**src/rtl/apb_master_bridge.sv**
```systemverilog
`default_nettype none
// ============================================================================
// Module      : apb_master_bridge
// Description : Single-outstanding APB initiator bridging a valid/ready
//               request/response port to APB SETUP/ACCESS transfers.
// Revision    : 1.0 - initial release
// ============================================================================
module apb_master_bridge #(
    parameter int APB_ADDR_WIDTH = 12,
    parameter int TIMEOUT_CYCLES = 255
) (
    input  logic                      HCLK,
    input  logic                      HRESET,
    input  logic                      req_valid_i,
    output logic                      req_ready_o,
    input  logic [APB_ADDR_WIDTH-1:0] req_addr_i,
    input  logic [31:0]               req_wdata_i,
    input  logic                      req_write_i,
    output logic                      rsp_valid_o,
    input  logic                      rsp_ready_i,
    output logic [31:0]               rsp_rdata_o,
    output logic                      rsp_err_o,
    output logic                      rsp_timeout_o,
    output logic [APB_ADDR_WIDTH-1:0] PADDR,
    output logic [31:0]               PWDATA,
    output logic                      PWRITE,
    output logic                      PSEL,
    output logic                      PENABLE,
    input  logic [31:0]               PRDATA,
    input  logic                      PREADY,
    input  logic                      PSLVERR
);

    typedef enum logic [1:0] {
        ST_IDLE   = 2'd0,
        ST_SETUP  = 2'd1,
        ST_ACCESS = 2'd2,
        ST_RESP   = 2'd3
    } state_t;

    localparam logic        c_wdog_en    = (TIMEOUT_CYCLES != 0);
    localparam logic [15:0] c_wdog_limit = 16'(TIMEOUT_CYCLES - 1);

    state_t      r_state;
    logic [15:0] r_wdog;

    always_ff @(posedge HCLK or posedge HRESET) begin
        if (HRESET) begin
            r_state       <= ST_IDLE;
            r_wdog        <= 16'd0;
            PADDR         <= '0;
            PWDATA        <= 32'd0;
            PWRITE        <= 1'b0;
            PSEL          <= 1'b0;
            PENABLE       <= 1'b0;
            req_ready_o   <= 1'b1;
            rsp_valid_o   <= 1'b0;
            rsp_rdata_o   <= 32'd0;
            rsp_err_o     <= 1'b0;
            rsp_timeout_o <= 1'b0;
        end else begin
            case (r_state)
                ST_IDLE: begin
                    if (req_valid_i) begin
                        PADDR       <= req_addr_i;
                        PWDATA      <= req_wdata_i;
                        PWRITE      <= req_write_i;
                        PSEL        <= 1'b1;
                        PENABLE     <= 1'b0;
                        req_ready_o <= 1'b0;
                        r_state     <= ST_SETUP;
                    end
                end

                ST_SETUP: begin
                    PENABLE <= 1'b1;
                    r_wdog  <= 16'd0;
                    r_state <= ST_ACCESS;
                end

                ST_ACCESS: begin
                    // PREADY is checked first so it wins over a same-cycle timeout.
                    if (PREADY) begin
                        PSEL          <= 1'b0;
                        PENABLE       <= 1'b0;
                        rsp_valid_o   <= 1'b1;
                        rsp_rdata_o   <= PWRITE ? 32'd0 : PRDATA;
                        rsp_err_o     <= PSLVERR;
                        rsp_timeout_o <= 1'b0;
                        r_state       <= ST_RESP;
                    end else if (c_wdog_en && (r_wdog == c_wdog_limit)) begin
                        PSEL          <= 1'b0;
                        PENABLE       <= 1'b0;
                        rsp_valid_o   <= 1'b1;
                        rsp_rdata_o   <= 32'd0;
                        rsp_err_o     <= 1'b1;
                        rsp_timeout_o <= 1'b1;
                        r_state       <= ST_RESP;
                    end else if (r_wdog != 16'hFFFF) begin
                        r_wdog <= r_wdog + 16'd1;
                    end
                end

                ST_RESP: begin
                    if (rsp_ready_i) begin
                        rsp_valid_o <= 1'b0;
                        req_ready_o <= 1'b1;
                        r_state     <= ST_IDLE;
                    end
                end

                default: begin
                    PSEL        <= 1'b0;
                    PENABLE     <= 1'b0;
                    rsp_valid_o <= 1'b0;
                    req_ready_o <= 1'b1;
                    r_state     <= ST_IDLE;
                end
            endcase
        end
    end

endmodule
`default_nettype wire

```
**config.mk**
```make
export PLATFORM = sky130hd
export DESIGN_NAME = apb_master_bridge
export DESIGN_NICKNAME = d
export VERILOG_FILES = /design/src/rtl/apb_master_bridge.sv
export SDC_FILE = /design/constraint.sdc
export NUM_CORES = 1
export LEC_CHECK = 0
export CORE_ASPECT_RATIO = 0.75
export CORE_MARGIN = 2
export CORE_UTILIZATION = 47
export DETAILED_ROUTE_END_ITERATION = 8
export PLACE_DENSITY = 0.85
export RECOVER_POWER = 25
export SYNTH_ARGS = -nofsm -noshare
export SYNTH_HDL_FRONTEND = slang
export SYNTH_SLANG_ARGS = --single-unit
```
**constraint.sdc**
```tcl
create_clock -name HCLK -period 11.15 [get_ports HCLK]
set_input_delay 3.345 -clock HCLK [delete_from_list [all_inputs] [get_ports HCLK]]
set_output_delay 3.345 -clock HCLK [all_outputs]
set_load 0.02 [all_outputs]
```
# == After elaboration in Yosys (flattened, before gate mapping) ==
# Index checks and enable logic that the tools add are counted.
# word_totals
mem_bits_ro,0
output_inout_bits,83
input_bits,83
reg_bits,101
wordCells,65
ram_bits,0
latchBits,0
n_memories,0
# op_classes
div,0
bitwise_logic,0
multipliers,0
add_sub_neg,1
reduce_logical,15
order_cmp,0
n_eq_ne,11
shifts,0
muxes,26
# op_table
cell,count
32-bit 2-to-1 mux,3
16-bit 2-to-1 mux,3
16-bit one-hot mux with 2 select lines,1
16-bit by 1-bit adder with 16-bit output (second input constant),1
16-bit by 8-bit equality test with 1-bit output (second input constant),1
16-bit inequality test (second input constant),1
3-bit AND reduction,5
1-bit 2-to-1 mux,10
2-bit inequality test (second input constant),5
2-bit nonzero test,5
2-bit 2-to-1 mux,4
2-bit one-hot mux with 4 select lines,1
1-bit one-hot mux with 2 select lines,3
2-bit equality test (second input constant),2
2-bit AND reduction,2
4-bit AND reduction,1
3-bit inequality test (second input constant),1
1-bit one-hot mux with 3 select lines,1
3-bit nonzero test,1
2-bit by 1-bit equality test with 1-bit output (second input constant),1
2-bit zero test,1

# == Longest topological paths before layout ==
# Gate-level depths: netlist of the first run.
# logic_depth
ltp_word,5
depth_mapped,8
ltp_nobuf,7

# == Least setup slack after synthesis of the first run ==
# No wires, ideal clock.
# synth_path
path_type,input to register
start,input port PREADY
end,register r_wdog[15]
setup_slack_ps,6650
setup_ps,133
path_buffers,0
required_time_ps,11017
path_stages,5
t_arrival_ps,4368
cell_sequence,nand4b_1 -> or4_4 -> nor2_1 -> xnor2_1 -> o21ai_1
# synth_via
elab_chain_cells,2
# synth_lines
element,line,text
"start, declared",30,"input logic PREADY,"
2-bit inequality test (no line),--,
4-bit AND reduction (no line),--,
"end signal, assigned",100,r_wdog <= r_wdog + 16'd1;
"end, declared",45,logic [15:0] r_wdog;
# No other way between the ends.
# A chain may end at the register's enable or synchronous reset.

==> results.txt, run 1 <==
Clk_lat worst skew: 0.34 ns
Post-cts sizing count: 0
Leak: 2.657 nW
Mux cell area share after synthesis: 0.1238
Site row count: 30
Post-DP HPWL: 7703 um
CTS Buffer Depth: 2
M1 WL: 4588 um
Clock H-tree levels: 3
Chip Width: 114.1 um
Simple-gate share of the synthesized area: 0.09046
First-pass GRT wire length: 17630 um
Final setup viols: 0
WS Path Type: in -> async
Sequential fraction of the synthesis area: 0.5916
Core area: 8934 sq um
Synth cell types: 47
Inserted Clock Buffers: 9
Total grt overflow: 0
Initial antenna violation count: 0
# hold bufs at CTS: 0
Synth Area in Adders: 0.02049
Hold slack: 0.4991 ns
DRC Markers: 0
DR WL met2: 5239 um
DR pass1 iterations: 4
Die H: 86.59 um
Final hold violations: 0
WL/cell: 17.67 um
Clk slew on worst S/H paths: 0.07 ns
EDFF count, synth: 0
R2r setup slk: 8.33 ns
Ys flop type: dfrtp_1
Pin count of the biggest net entering global routing: 66
Register Area: 2529 sq um
Status: finished, violations left
CTS sink cnt: 101
Fmax: 187.9 MHz
Starting Density: 0.4784
Pwr dens: 275.8 nW/um^2
# fillers: 676
Max transition margin: -0.05528
Flops & latches, synth: 101
Fin nets: 580
Placer congestion estimate: 0.8764
Via Count: 3330
Clock root buffer: clkbuf_16
DP Worst Slack: 5.533 ns
Fin crit period: 5.322 ns
Pwr Total: 1.735 mW
P&R area growth vs syn: 47.19%
RSZ-0062 raised after global routing: false
HP Class: reg -> reg
ANT cells: 0
Vias per cell: 5.495
Compound-Gate Fraction of Synth Area: 0.1423
Failing checks: max-capacitance violations, max-slew violations
Met3 routed WL: 752 um
Syn Std Cell Area: 4274 sq um
Layout cells sized above 1: 0.1518
IO Port Bufs: 165
Yosys Warn Count: 0
Avg Inst Size Synth: 12.99 sq um
Violation count after the first detailed-routing iteration: 137
Crit end category: async pin
TritonCTS clock tree: built
Final Slew Violations: 38
Drt total wl: 10710 um
Max-cap viol count: 1
VDD IR max: 0.1674 mV
Setup WS post-layout: 5.828 ns
Vias in the first global route: 3481
CP arrival: 5.68 ns
Startpoint types: input pin
Ports: 166
Largest family of logic cells by synthesized area: compound AO/OA/AOI/OAI gates
Max layer used: met4
Mapped Cells: 329
Skew final: 0.009916 ns
Die Area: 9881 sq um
Syn_nets: 419
Setup TNS: 0 ns
Setup bufs post-CTS: 0
Share of async-settable or async-resettable flops after synthesis: 1.000
XOR/XNOR Fraction of Synth Area: 0.002049
GRT Total Usage: 0.2296
CP max FO: 65
Number of antenna-violating nets in the routed design: 0
Fin crit share: 0.4773
CP required: 11.51 ns
Multi-input logic area: 1617 sq um
Actual slew at the worst max-slew pin: 1.574 ns
-- sequential cells by signal, indices dropped and copies added, names as in the netlist --
| register | count |
|---|---|
| r_state | 2 |
| req_ready_o | 1 |
| PSEL | 1 |
| PWDATA | 32 |
| PADDR | 12 |
| rsp_timeout_o | 1 |
| PWRITE | 1 |
| rsp_err_o | 1 |
| rsp_rdata_o | 32 |
| rsp_valid_o | 1 |
| PENABLE | 1 |
| r_wdog | 16 |
-- area by class of cell --
type	count	area share
clock buffer	11	0.04017
multi-input combinational	201	0.2570
clock inverter	4	0.007558
inverter	10	0.006165
timing repair buffer	167	0.2649
sequential	101	0.4020
tap	112	0.02228
-- cell usage in the layout, fill, tap and decap left out, types with 2 or more instances in the layout --
| master | synthesis | routed |
|---|---|---|
| a21oi_1 | 9 | 9 |
| a22o_1 | 32 | 32 |
| a41oi_1 | 3 | 3 |
| and4_1 | 2 | 2 |
| buf_4 | 1 | 2 |
| clkbuf_16 | 0 | 9 |
| clkbuf_8 | 0 | 2 |
| clkdlybuf4s50_1 | 0 | 137 |
| clkinv_2 | 0 | 2 |
| dfrtp_1 | 100 | 100 |
| dlygate4sd3_1 | 0 | 28 |
| ha_1 | 7 | 7 |
| inv_1 | 10 | 9 |
| mux2_2 | 47 | 47 |
| nand2_1 | 12 | 11 |
| nand2b_1 | 2 | 2 |
| nand3_1 | 11 | 11 |
| nand4_1 | 3 | 3 |
| nor2_1 | 13 | 13 |
| nor2b_1 | 2 | 2 |
| nor3_1 | 4 | 6 |
| o21a_1 | 2 | 2 |
| o21ai_0 | 18 | 18 |
| o2bb2ai_1 | 2 | 2 |
| o31a_1 | 3 | 3 |
| o31ai_1 | 4 | 4 |
| o41ai_1 | 2 | 2 |
-- worst max-delay path, stage by stage --
cell and delay, ns:
dlygate4sd3_1 0.55, clkinvlp_2 0.91, buf_4 0.77
-- logic make-up after synthesis --
family / after synthesis
buf+inv: 27
flops: 101
fa+ha+maj: 7
xor+xnor: 1
compound gates: 83
simple gates: 63
mux: 47
-- metal layers --
layer  GRT usage  up-vias
li1            -     1545
met1      0.2977     1645
met2      0.3718      128
met3     0.07483       12
met4     0.07095        0
met5           0        -
-- metrics by stage --
step | utilization | std cells | cell area, sq um
2_1_floorplan | - | 329 | 4274
3_3_place_gp | 0.6721 | 591 | 6005
3_5_place_dp | 0.6721 | 591 | 6005
4_1_cts | 0.7057 | 606 | 6305
5_1_grt | 0.7042 | 606 | 6291
6_report | 0.7042 | 606 | 6291
-- synth_stat cells (2+ instances only) --
cell / n / area (sq um)
a21oi_1: 9 / 45.04
a22o_1: 32 / 280.3
a41oi_1: 3 / 26.28
and4_1: 2 / 17.52
buf_2: 4 / 20.02
buf_6: 2 / 22.52
clkbuf_1: 10 / 37.54
dfrtp_1: 100 / 2502
ha_1: 7 / 87.58
inv_1: 10 / 37.54
mux2_2: 47 / 529.3
nand2_1: 12 / 45.04
nand2b_1: 2 / 12.51
nand3_1: 11 / 55.05
nand4_1: 3 / 18.77
nor2_1: 13 / 48.80
nor2b_1: 2 / 12.51
nor3_1: 4 / 20.02
nor3_2: 2 / 20.02
o21a_1: 2 / 15.01
o21ai_0: 18 / 90.09
o21ai_1: 2 / 10.01
o2bb2ai_1: 2 / 17.52
o31a_1: 3 / 26.28
o31ai_1: 4 / 30.03
o41ai_1: 2 / 17.52
-- path summary, 6_finish.rpt --
| path | startpoint | to | cells after the start |
|---|---|---|---|
| hold reg to reg | PWDATA[3] | PWDATA[3] | 1 |
| hold / removal | PWDATA[3] | PWDATA[3] | 1 |
| setup reg to reg | r_state[0] | rsp_rdata_o[2] | 5 |
| min in group asynchronous | HRESET | PADDR[1] | 2 |
| max in group HCLK | PREADY | rsp_rdata_o[2] | 4 |
| setup / recovery | HRESET | PENABLE | 3 |
-- power by group --
| part | internal, mW | total, mW | switching (mW) |
|---|---|---|---|
| Combinational | 0.413 | 0.814 | 0.401 |
| Clock | 0.184 | 0.314 | 0.129 |
| Sequential | 0.519 | 0.607 | 0.0877 |
Power figures use the tool's default switching activity.
==> inputs of run 2 (changes only) <==
- CORE_UTILIZATION: 47 -> 44
- PLACE_DENSITY: 0.85 -> 0.81
- clock period: 11.15 -> 5.2 ns (I/O delays scaled with it)
==> results.txt, run 2 (synthesis results as in run 1) <==
RR Endpoint: r_state[1]
Violation count after the first detailed-routing iteration: 184 (+34%)
Setup bufs post-CTS: 0 (unchanged)
Max transition margin: 0.3202 (+0.3755)
HP Class: reg -> reg
Setup TNS: 0 ns (unchanged)
CTS Buffer Depth: 2 (unchanged)
Max-cap viol count: 0 (-1)
Vias in the first global route: 3409 (-2.1%)
Leak: 2.655 nW (about the same)
TritonCTS clock tree: built
Final Slew Violations: 0 (-100%)
P&R area growth vs syn: 48.48%
IO Port Bufs: 165 (unchanged)
ANT cells: 0 (unchanged)
Cell with the largest stage delay on the worst path: dlygate4sd3_1
Total grt overflow: 0 (unchanged)
Inserted Clock Buffers: 9 (unchanged)
Commonest cells after routing, fill and taps aside: clkdlybuf4s50_1 (163), dfrtp_1 (100), mux2_2 (47)
Chip Width: 117.8 um (+3.2%)
Post-cts sizing count: 0 (unchanged)
Core area: 9542 sq um (+6.8%)
Pwr dens: 593.3 nW/um^2 (+120%)
Die Area: 10530 sq um (+6.5%)
Crit end category: flip-flop
GRT Total Usage: 0.2061 (-0.02352)
Hold slack: 0.5035 ns (+0.004443 ns)
Fin nets: 582 (+0.34%)
Status: finished clean
Hold wc startpoint: PWDATA[24]
Drt total wl: 10800 um (+0.78%)
Site row count: 31 (+3.3%)
Via Count: 3315 (-0.45%)
Pin count of the biggest net entering global routing: 73 (+11%)
Final setup viols: 0 (unchanged)
Ports: 166 (unchanged)
Starting Density: 0.4479 (-0.03049)
Final hold violations: 0 (unchanged)
Multi-input logic area: 1629 sq um (+0.77%)
# fillers: 748 (+11%)
Skew final: 0.005681 ns (-0.004235 ns)
Largest regs: PWDATA x32, rsp_rdata_o x32, r_wdog x16
Vias per cell: 5.270 (-4.1%)
Fin crit period: 3.335 ns
Worst R2R Path Depth: 6 (+1)
RSZ-0062 raised after global routing: false
WP buf/inv: 1 (-2)
Fmax: 299.9 MHz
WS Path Type: in -> reg
FF-to-FF Start: r_state[0]
DR pass1 iterations: 5 (+1)
Number of antenna-violating nets in the routed design: 0 (unchanged)
R2r setup slk: 2.53 ns (-5.80 ns)
Hold EP: PWDATA[24]
Layout cells sized above 1: 0.1630 (+0.01116)
CP max FO: 11 (-83%)
WL/cell: 17.16 um (-2.9%)
Actual slew at the worst max-slew pin: 1.020 ns (-0.5545 ns)
Register Area: 2529 sq um (unchanged)
CP Cell Sequence: dlygate4sd3_1 -> nand4b_1 -> or4_4 -> nor2_1 -> xnor2_1 -> o21ai_1
Setup WS post-layout: 1.865 ns (-3.963 ns)
Startpoint types: input pin
Leading cell type in the layout, fill and taps excluded: clkdlybuf4s50_1
Post-DP HPWL: 7633 um (-0.91%)
Clock H-tree levels: 3 (unchanged)
Clk slew on worst S/H paths: 0.07 ns (about the same)
Die H: 89.36 um (+3.2%)
Gate family responsible for the most delay along the worst path: simple AND/OR/NAND/NOR gates
CP arrival: 3.54 ns (-2.14 ns)
# hold bufs at CTS: 0 (unchanged)
Clk_lat worst skew: 0.34 ns (about the same)
CP required: 5.41 ns (-6.10 ns)
Fin crit share: 0.6413
Max stage delay on crit path: 0.70 ns (-0.21 ns)
CTS sink cnt: 101 (unchanged)
WHS Path Cells: 1 (unchanged)
VDD IR max: 0.3870 mV (+130%)
Clock root buffer: clkbuf_16
Initial antenna violation count: 0 (unchanged)
Placer congestion estimate: 0.8830 (+0.75%)
First-pass GRT wire length: 17100 um (-3.0%)
DRC Markers: 0 (unchanged)
DP Worst Slack: 1.626 ns (-3.907 ns)
-- run 2: layout make-up --
| cell class | instances | area share |
|---|---|---|
| well taps | 132 | 0.02603 |
| inverters | 10 | 0.006309 |
| repair buffers | 169 | 0.2650 |
| flip-flops and latches | 101 | 0.3985 |
| clock inverters | 6 | 0.009858 |
| clock buffers | 10 | 0.03766 |
| multi-input cells | 201 | 0.2567 |
-- run 2: where the power goes --
group,internal (mW),switching [mW],total (mW)
registers,1.11,0.197,1.31
clock network,0.385,0.279,0.664
logic,0.927,0.863,1.79
total,2.43,1.34,3.76
-- run 2: worst max path at each step --
stage	depth (start not counted)	slack [ns]	start	endpoint
5_1_grt	6	1.75	PREADY	r_wdog[15]
3_5_place_dp	6	1.63	PREADY	r_wdog[15]
4_1_cts	6	1.97	PREADY	r_wdog[15]
3_3_place_gp	6	1.65	PREADY	r_wdog[15]
2_1_floorplan	1	0.99	HRESET	PADDR[0]
6_report	6	1.87	PREADY	r_wdog[15]
-- run 2: per-layer routing --
| metal | GRT usage | routed length [um] | vias to the layer above |
|---|---|---|---|
| li1 | - | - | 1539 |
| met1 | 0.2714 | 4870 | 1646 |
| met2 | 0.3298 | 5051 | 121 |
| met3 | 0.07207 | 769 | 9 |
| met4 | 0.05586 | 103 | 0 |
| met5 | 0 | 0 | - |
-- run 2: metrics by stage --
step           power, mW  instance area (sq um)  cells    util
6_report           3.765                   6346    629  0.6651
5_1_grt            3.973                   6346    629  0.6651
4_1_cts            3.805                   6346    629  0.6651
3_5_place_dp       3.114                   6045    613  0.6335
3_3_place_gp       3.063                   6045    613  0.6335
2_1_floorplan      2.262                   4274    329       -
